$ cat src/rtl/maxi_reg_slice.sv
// maxi_reg_slice
//   Registered AXI4 master boundary between a core and the memory system.
//   Each of the five channels passes through a 2-entry skid buffer, so every
//   valid, ready and payload crossing the boundary comes from a flop. AW and AR
//   issue is throttled by live outstanding-transaction counters. W beats are
//   never throttled. The three interrupt lines get 2-flop synchronisers.
//
// Ports
//   clock, reset            rising-edge clock, synchronous active-high reset
//   MEI/MSI/MTI, irq_sync   async interrupt lines in, synchronised {MEI,MSI,MTI} out
//   s_aw*/s_w*/s_ar*        core-side request channels (core drives valid)
//   s_b*/s_r*               core-side response channels (slice drives valid)
//   MAXI_*                  memory-side AXI4 master port
//   wr_outstanding          AW issued minus B received
//   rd_outstanding          AR issued minus R bursts completed (rlast)
//   idle                    all slices empty and both counts zero

// Two-entry skid buffer: head register drives the downstream side, skid
// register catches the beat accepted in the cycle downstream stalls.
module maxi_skid #(
  parameter int W = 8
) (
  input  logic         clock,
  input  logic         reset,
  input  logic         up_valid,
  output logic         up_ready,
  input  logic [W-1:0] up_data,
  output logic         dn_valid,
  input  logic         dn_ready,
  output logic [W-1:0] dn_data
);
  typedef enum logic [1:0] {EMPTY, ONE, FULL} state_t;

  state_t       state, state_nxt;
  logic [W-1:0] skid;
  logic         up_hs, dn_hs;
  logic         ld_head, ld_skid, head_from_skid;

  assign up_hs = up_valid & up_ready;
  assign dn_hs = dn_valid & dn_ready;

  // valid and ready are registered copies of the next state, so they never
  // depend combinationally on the far side of the slice
  always_ff @(posedge clock) begin
    if (reset) begin
      state    <= EMPTY;
      dn_valid <= 1'b0;
      up_ready <= 1'b0;
    end else begin
      state    <= state_nxt;
      dn_valid <= (state_nxt != EMPTY);
      up_ready <= (state_nxt != FULL);
    end
  end

  always_comb begin
    state_nxt = state;
    case (state)
      EMPTY:   if (up_hs) state_nxt = ONE;
      ONE: begin
        if (up_hs && !dn_hs)      state_nxt = FULL;
        else if (!up_hs && dn_hs) state_nxt = EMPTY;
      end
      FULL:    if (dn_hs) state_nxt = ONE;
      default: state_nxt = EMPTY;
    endcase
  end

  always_comb begin
    ld_head        = 1'b0;
    ld_skid        = 1'b0;
    head_from_skid = 1'b0;
    case (state)
      EMPTY: ld_head = up_hs;
      ONE: begin
        ld_head = up_hs & dn_hs;
        ld_skid = up_hs & ~dn_hs;
      end
      FULL:    head_from_skid = dn_hs;
      default: ;
    endcase
  end

  // payload needs no reset: it is qualified by dn_valid
  always_ff @(posedge clock) begin
    if (head_from_skid) dn_data <= skid;
    else if (ld_head)   dn_data <= up_data;
    if (ld_skid)        skid    <= up_data;
  end
endmodule

// Outstanding counter, saturating at zero for unsolicited responses.
module maxi_ostd_cnt #(
  parameter int MAX_OUT = 8,
  parameter int CNT_W   = 4
) (
  input  logic             clock,
  input  logic             reset,
  input  logic             inc,
  input  logic             dec,
  output logic [CNT_W-1:0] cnt,
  output logic             at_max
);
  assign at_max = (cnt == CNT_W'(MAX_OUT));

  always_ff @(posedge clock) begin
    if (reset)                          cnt <= '0;
    else if (inc && !dec)               cnt <= cnt + CNT_W'(1);
    else if (dec && !inc && cnt != '0)  cnt <= cnt - CNT_W'(1);
  end
endmodule

module maxi_reg_slice #(
  parameter int ADDR_W  = 32,
  parameter int DATA_W  = 64,
  parameter int ID_W    = 4,
  parameter int MAX_OUT = 8,
  localparam int STRB_W = DATA_W / 8,
  localparam int CNT_W  = $clog2(MAX_OUT + 1)
) (
  input  logic              clock,
  input  logic              reset,
  input  logic              MEI,
  input  logic              MSI,
  input  logic              MTI,
  output logic [2:0]        irq_sync,
  // core side
  input  logic [ID_W-1:0]   s_awid,
  input  logic [ADDR_W-1:0] s_awaddr,
  input  logic [7:0]        s_awlen,
  input  logic [2:0]        s_awsize,
  input  logic [1:0]        s_awburst,
  input  logic              s_awvalid,
  output logic              s_awready,
  input  logic [DATA_W-1:0] s_wdata,
  input  logic [STRB_W-1:0] s_wstrb,
  input  logic              s_wlast,
  input  logic              s_wvalid,
  output logic              s_wready,
  output logic [ID_W-1:0]   s_bid,
  output logic [1:0]        s_bresp,
  output logic              s_bvalid,
  input  logic              s_bready,
  input  logic [ID_W-1:0]   s_arid,
  input  logic [ADDR_W-1:0] s_araddr,
  input  logic [7:0]        s_arlen,
  input  logic [2:0]        s_arsize,
  input  logic [1:0]        s_arburst,
  input  logic              s_arvalid,
  output logic              s_arready,
  output logic [ID_W-1:0]   s_rid,
  output logic [DATA_W-1:0] s_rdata,
  output logic [1:0]        s_rresp,
  output logic              s_rlast,
  output logic              s_rvalid,
  input  logic              s_rready,
  // memory side
  output logic [ID_W-1:0]   MAXI_awid,
  output logic [ADDR_W-1:0] MAXI_awaddr,
  output logic [7:0]        MAXI_awlen,
  output logic [2:0]        MAXI_awsize,
  output logic [1:0]        MAXI_awburst,
  output logic              MAXI_awvalid,
  input  logic              MAXI_awready,
  output logic [DATA_W-1:0] MAXI_wdata,
  output logic [STRB_W-1:0] MAXI_wstrb,
  output logic              MAXI_wlast,
  output logic              MAXI_wvalid,
  input  logic              MAXI_wready,
  input  logic [ID_W-1:0]   MAXI_bid,
  input  logic [1:0]        MAXI_bresp,
  input  logic              MAXI_bvalid,
  output logic              MAXI_bready,
  output logic [ID_W-1:0]   MAXI_arid,
  output logic [ADDR_W-1:0] MAXI_araddr,
  output logic [7:0]        MAXI_arlen,
  output logic [2:0]        MAXI_arsize,
  output logic [1:0]        MAXI_arburst,
  output logic              MAXI_arvalid,
  input  logic              MAXI_arready,
  input  logic [ID_W-1:0]   MAXI_rid,
  input  logic [DATA_W-1:0] MAXI_rdata,
  input  logic [1:0]        MAXI_rresp,
  input  logic              MAXI_rlast,
  input  logic              MAXI_rvalid,
  output logic              MAXI_rready,
  // status
  output logic [CNT_W-1:0]  wr_outstanding,
  output logic [CNT_W-1:0]  rd_outstanding,
  output logic              idle
);
  typedef struct packed {
    logic [ID_W-1:0]   id;
    logic [ADDR_W-1:0] addr;
    logic [7:0]        len;
    logic [2:0]        size;
    logic [1:0]        burst;
  } ax_t;

  typedef struct packed {
    logic [DATA_W-1:0] data;
    logic [STRB_W-1:0] strb;
    logic              last;
  } w_t;

  typedef struct packed {
    logic [ID_W-1:0] id;
    logic [1:0]      resp;
  } b_t;

  typedef struct packed {
    logic [ID_W-1:0]   id;
    logic [DATA_W-1:0] data;
    logic [1:0]        resp;
    logic              last;
  } r_t;

  ax_t  aw_up, aw_dn, ar_up, ar_dn;
  w_t   w_up, w_dn;
  b_t   b_up, b_dn;
  r_t   r_up, r_dn;
  logic aw_dn_valid, ar_dn_valid;
  logic wr_at_max, rd_at_max;

  // ---------------- AW ----------------
  assign aw_up = {s_awid, s_awaddr, s_awlen, s_awsize, s_awburst};

  // at the limit the head entry stays put and is hidden from the bus
  maxi_skid #(.W($bits(ax_t))) u_aw (
    .clock(clock), .reset(reset),
    .up_valid(s_awvalid), .up_ready(s_awready), .up_data(aw_up),
    .dn_valid(aw_dn_valid), .dn_ready(MAXI_awready & ~wr_at_max), .dn_data(aw_dn)
  );

  assign MAXI_awvalid = aw_dn_valid & ~wr_at_max;
  assign MAXI_awid    = aw_dn.id;
  assign MAXI_awaddr  = aw_dn.addr;
  assign MAXI_awlen   = aw_dn.len;
  assign MAXI_awsize  = aw_dn.size;
  assign MAXI_awburst = aw_dn.burst;

  // ---------------- W ----------------
  assign w_up = {s_wdata, s_wstrb, s_wlast};

  maxi_skid #(.W($bits(w_t))) u_w (
    .clock(clock), .reset(reset),
    .up_valid(s_wvalid), .up_ready(s_wready), .up_data(w_up),
    .dn_valid(MAXI_wvalid), .dn_ready(MAXI_wready), .dn_data(w_dn)
  );

  assign MAXI_wdata = w_dn.data;
  assign MAXI_wstrb = w_dn.strb;
  assign MAXI_wlast = w_dn.last;

  // ---------------- B ----------------
  assign b_up = {MAXI_bid, MAXI_bresp};

  maxi_skid #(.W($bits(b_t))) u_b (
    .clock(clock), .reset(reset),
    .up_valid(MAXI_bvalid), .up_ready(MAXI_bready), .up_data(b_up),
    .dn_valid(s_bvalid), .dn_ready(s_bready), .dn_data(b_dn)
  );

  assign s_bid   = b_dn.id;
  assign s_bresp = b_dn.resp;

  // ---------------- AR ----------------
  assign ar_up = {s_arid, s_araddr, s_arlen, s_arsize, s_arburst};

  maxi_skid #(.W($bits(ax_t))) u_ar (
    .clock(clock), .reset(reset),
    .up_valid(s_arvalid), .up_ready(s_arready), .up_data(ar_up),
    .dn_valid(ar_dn_valid), .dn_ready(MAXI_arready & ~rd_at_max), .dn_data(ar_dn)
  );

  assign MAXI_arvalid = ar_dn_valid & ~rd_at_max;
  assign MAXI_arid    = ar_dn.id;
  assign MAXI_araddr  = ar_dn.addr;
  assign MAXI_arlen   = ar_dn.len;
  assign MAXI_arsize  = ar_dn.size;
  assign MAXI_arburst = ar_dn.burst;

  // ---------------- R ----------------
  assign r_up = {MAXI_rid, MAXI_rdata, MAXI_rresp, MAXI_rlast};

  maxi_skid #(.W($bits(r_t))) u_r (
    .clock(clock), .reset(reset),
    .up_valid(MAXI_rvalid), .up_ready(MAXI_rready), .up_data(r_up),
    .dn_valid(s_rvalid), .dn_ready(s_rready), .dn_data(r_dn)
  );

  assign s_rid   = r_dn.id;
  assign s_rdata = r_dn.data;
  assign s_rresp = r_dn.resp;
  assign s_rlast = r_dn.last;

  // ---------------- outstanding counts ----------------
  maxi_ostd_cnt #(.MAX_OUT(MAX_OUT), .CNT_W(CNT_W)) u_wr_cnt (
    .clock(clock), .reset(reset),
    .inc(MAXI_awvalid & MAXI_awready),
    .dec(MAXI_bvalid & MAXI_bready),
    .cnt(wr_outstanding), .at_max(wr_at_max)
  );

  // a read is complete only on its last beat
  maxi_ostd_cnt #(.MAX_OUT(MAX_OUT), .CNT_W(CNT_W)) u_rd_cnt (
    .clock(clock), .reset(reset),
    .inc(MAXI_arvalid & MAXI_arready),
    .dec(MAXI_rvalid & MAXI_rready & MAXI_rlast),
    .cnt(rd_outstanding), .at_max(rd_at_max)
  );

  // ---------------- interrupts ----------------
  logic [1:0][2:0] irq_pipe;

  always_ff @(posedge clock) begin
    if (reset) irq_pipe <= '0;
    else       irq_pipe <= {irq_pipe[0], MEI, MSI, MTI};
  end

  assign irq_sync = irq_pipe[1];

  // a slice is empty exactly when its registered output valid is low
  assign idle = ~(aw_dn_valid | MAXI_wvalid | s_bvalid | ar_dn_valid | s_rvalid)
              & (wr_outstanding == '0) & (rd_outstanding == '0);
endmodule

$ cat config.mk
export PLATFORM = sky130hd
export DESIGN_NAME = maxi_reg_slice
export DESIGN_NICKNAME = d
export VERILOG_FILES = /design/src/rtl/maxi_reg_slice.sv
export SDC_FILE = /design/constraint.sdc
export NUM_CORES = 1
export LEC_CHECK = 0
export CAP_MARGIN = 15
export CORE_MARGIN = 10
export CORE_UTILIZATION = 44
export CTS_CLUSTER_SIZE = 10
export DETAILED_ROUTE_END_ITERATION = 16
export PLACE_DENSITY = 0.74
export SYNTH_ARGS = -nofsm -noshare
export SYNTH_HDL_FRONTEND = slang
export SYNTH_SLANG_ARGS = --single-unit
$ cat constraint.sdc
create_clock -name clock -period 10.7 [get_ports clock]
set_input_delay 1.07 -clock clock [delete_from_list [all_inputs] [get_ports clock]]
set_output_delay 1.07 -clock clock [all_outputs]
set_load 0.1 [all_outputs]
==> run summary <==
### CTS
• number of gates given a new drive strength after cts: 0
• Skew-Pair Late Insertion Delay: 0.59 ns
• clock buffers created by TritonCTS: 60
• CTS H-tree depth: 2
• clock root cell: clkbuf_16
• count of hold buffers inserted by post-cts repair: 0
• TritonCTS clock tree: done
• clock transition time at the flip-flop clock pins of the worst setup and hold paths: 0.06 ns
• Setup Fix Bufs, Post-CTS: 0
• Max Root-Sink Buffers: 3
• clock net sink count: 530

### Placement
• number of placed cells counting well taps: 2082
• Port Buffers: 532
• worst-case setup slack after placement: 6.79 ns
• Detail Placement HPWL: 35.5 mm
• routability congestion estimate: 0.790
• DP Area: 0.0257 mm²

### Global route
• overall fraction of global-route tracks in use: 0.181
• wire length of the first global-routing pass: 73.6 mm
• antenna violations before repair: 4
• overflow left after global routing: 0
• met1 GRT Util: 0.207
• met2 Use GR: 0.317
• largest net degree at the start of global routing: 74
• global-route layer with the greatest usage: met2
• met3 usage: 0.0529
• via count of the first global-routing pass: 11500

### Critical path
• sequence of cells on the critical path: or4_1 > nor3_1 > clkdlybuf4s50_1
• kind of capture point of the worst setup path: primary output
• maximum fanout along the worst path: 7
• critical path start-end classification: register to primary output
• Crit path required time: 9.63 ns
• Top Family by Delay on Critical Path: buffers and inverters
• Crit path largest cell delay: 1.20 ns
• arrival time worst endpoint: 3.03 ns
• Worst Setup Start Kind: register
• critical-path cell with the highest stage delay: clkdlybuf4s50_1
• CP bufs+invs: 1

### Routing
• first-pass detailed-route iteration total: 5
• number of nets with antenna violations after detailed routing: 0
• via count normalized by instance count: 5.05
• number of vias in the routed layout: 11000
• wire length per cell: 23.2 µm
• final wirelength: 50.5 mm
• number of design-rule violations left by the first detailed-router iteration: 661
• residual DRC count: 0

### Floorplanning
• number of top-level design ports: 533
• number of rows created at floorplan: 77
• total die area: 0.0535 mm²
• area of the placeable core: 0.0442 mm²
• chip width: 231 µm
• initial standard-cell utilization of the core: 0.444
• Vert. Die Dim: 231 µm

### Power
• fraction of power consumed by the clock network: 0.356
• overall power after layout: 5.14 mW
• Int Power: 3.71 mW
• net switching power figure: 1.43 mW
• pwr/cell area: 187 mW/mm²
• IR drop worst, VDD: 130 µV
• fraction of power consumed by sequential logic: 0.470
• Leak Pwr: 9.26 nW
• combinational power share: 0.175
• switching power as a share of total power: 0.278

### Synth
• synthesized area: 0.0196 mm²
• fraction of the yosys area taken by sequential cells: 0.793
• biggest area contributors in the synthesized netlist: edfxtp_1 (76%), mux2_2 (14%), dfxtp_1 (3.5%)
• Cell variety after synth: 51
• predominant post-synthesis flop cell: edfxtp_1
• Mapped Nets: 1247
• total of flip-flops plus latches after synthesis: 530
• count of flip-flops with a built-in enable after synthesis: 496
• most used standard cell by instance count after synthesis: edfxtp_1
• Yosys top cell area share: 0.758
• share of synthesized registers carrying an async set or reset: 0
• syn avg cell area: 20.1 µm²
• cell taking the most area after synthesis: edfxtp_1
• cell types with the highest counts after synthesis: edfxtp_1 (496), mux2_2 (246), dfxtp_1 (34), nor2_1 (26), nand2_1 (18)
• cell count after synthesis: 978
• yosys synthesis warning count: 0

### Finish
• number of non-filler instances in the completed layout: 2179
• number of nets in the final layout: 1823
• area added between synthesis and finish: 39.9%
• end-of-flow core utilization: 0.622
• ratio of cells with drive above 1 in the final layout: 0.218
• area of all placed cells without fillers: 0.0275 mm²

### STA
• count of endpoints failing setup in the final report: 0
• Worst Max-Slew Pin Slew: 1.10 ns
• Final period util: 0.383
• normalized max-slew margin: 0.268
• setup repair after global routing missed its margin: false
• upper clock frequency limit: 244 MHz
• final sum of negative setup slack: 0 ns
• final worst-path setup slack: 6.60 ns
• Setup Skew: 0.0155 ns
• Worst Hold Margin: 0.439 ns
• max-slew violation total from the final report: 0
• Hold Vio Cnt, Final: 0
• time the worst path needs with I/O delays and setup: 4.10 ns

### Run
• Max Cap Viol: 0

### Hold path
• class of the worst hold path: register to register

### Outcome
• result of the run: finished clean

==> worst register-to-register path: stages (launching register included) <==
cell and delay [ns]:
dfxtp_1 0.39, nor4b_1 0.66, nor4_4 0.08, buf_4 0.36, a21oi_1 0.28, nand2_2 0.26
buf_12 0.27
==> final timing paths <==
| check | start | to | slack (ns) | cells after the start |
|---|---|---|---|---|
| setup / recovery | u_rd_cnt.cnt[0] | idle | 6.60 | 3 |
| hold / removal | irq_pipe[2] | irq_sync[2] | 0.44 | 1 |
| setup reg to reg | u_wr_cnt.cnt[0] | u_aw.dn_data[37] | 8.13 | 6 |
| hold reg to reg | irq_pipe[2] | irq_sync[2] | 0.44 | 1 |
==> state kept, by name, summed over array words and instances (netlist names), 6 cells and up <==
register and flops:
u_w.dn_data 73, u_w.skid 73, u_r.dn_data 71, u_r.skid 71, u_ar.dn_data 49, u_ar.skid 49, u_aw.dn_data 49, u_aw.skid 49
u_b.dn_data 6, u_b.skid 6
==> power by group through the flow <==
stage / Combinational, mW / Sequential (mW) / Clock, mW
2_1_floorplan: 0.157 / 2.91 / 0
3_3_place_gp: 0.889 / 2.46 / 0
3_5_place_dp: 0.898 / 2.46 / 0
4_1_cts: 0.902 / 2.42 / 1.88
5_1_grt: 0.930 / 2.42 / 1.96
6_report: 0.899 / 2.42 / 1.83
==> metal layers <==
| metal | vias to the layer above | wire length (µm) |
|---|---|---|
| met5 | - | 0 |
| met4 | 0 | 1210 |
| met3 | 71 | 3590 |
| met2 | 357 | 26700 |
| met1 | 5577 | 19000 |
| li1 | 4995 | - |
==> layout make-up <==
class | count | area [µm²]
Antenna cell | 4 | 10.0
Clock buffer | 86 | 1620
Clock inverter | 5 | 72.6
Fill cell | 3166 | 16700
Inverter | 6 | 22.5
Multi-Input combinational cell | 411 | 4000
Sequential cell | 530 | 15600
Tap cell | 592 | 741
Timing Repair Buffer | 545 | 5450
==> placed cells by master (no fill, tap or decap), drive strengths merged, types with 2 or more instances in the layout <==
cell,count
clkdlybuf4s50,532
edfxtp,496
mux2,252
clkbuf,86
dfxtp,34
nor2,26
nand2,18
a21oi,17
buf,13
nor2b,11
mux2i,9
nand2b,8
nand3,7
nor3,7
inv,6
a21o,5
diode,4
and3b,4
ha,4
or4,3
a21bo,3
o21ai,3
nor4,3
a211oi,3
clkinv,3
and2,2
nand3b,2
o21bai,2
xnor2,2
nand4,2
a2111oi,2
fa,2
bufinv,2
nor4b,2
==> kinds of logic after synthesis <==
family / Yosys count / share of synthesized area
buffers and inverters: 37 / 0.00866
adders and majority gates: 6 / 0.00459
DFF: 530 / 0.793
AOI/OAI and AO/OA: 42 / 0.0148
muxes: 261 / 0.149
and+or+nand+nor: 100 / 0.0290
xor gates and xnor gates: 2 / 0.000892
Power figures use the tool's default switching activity.
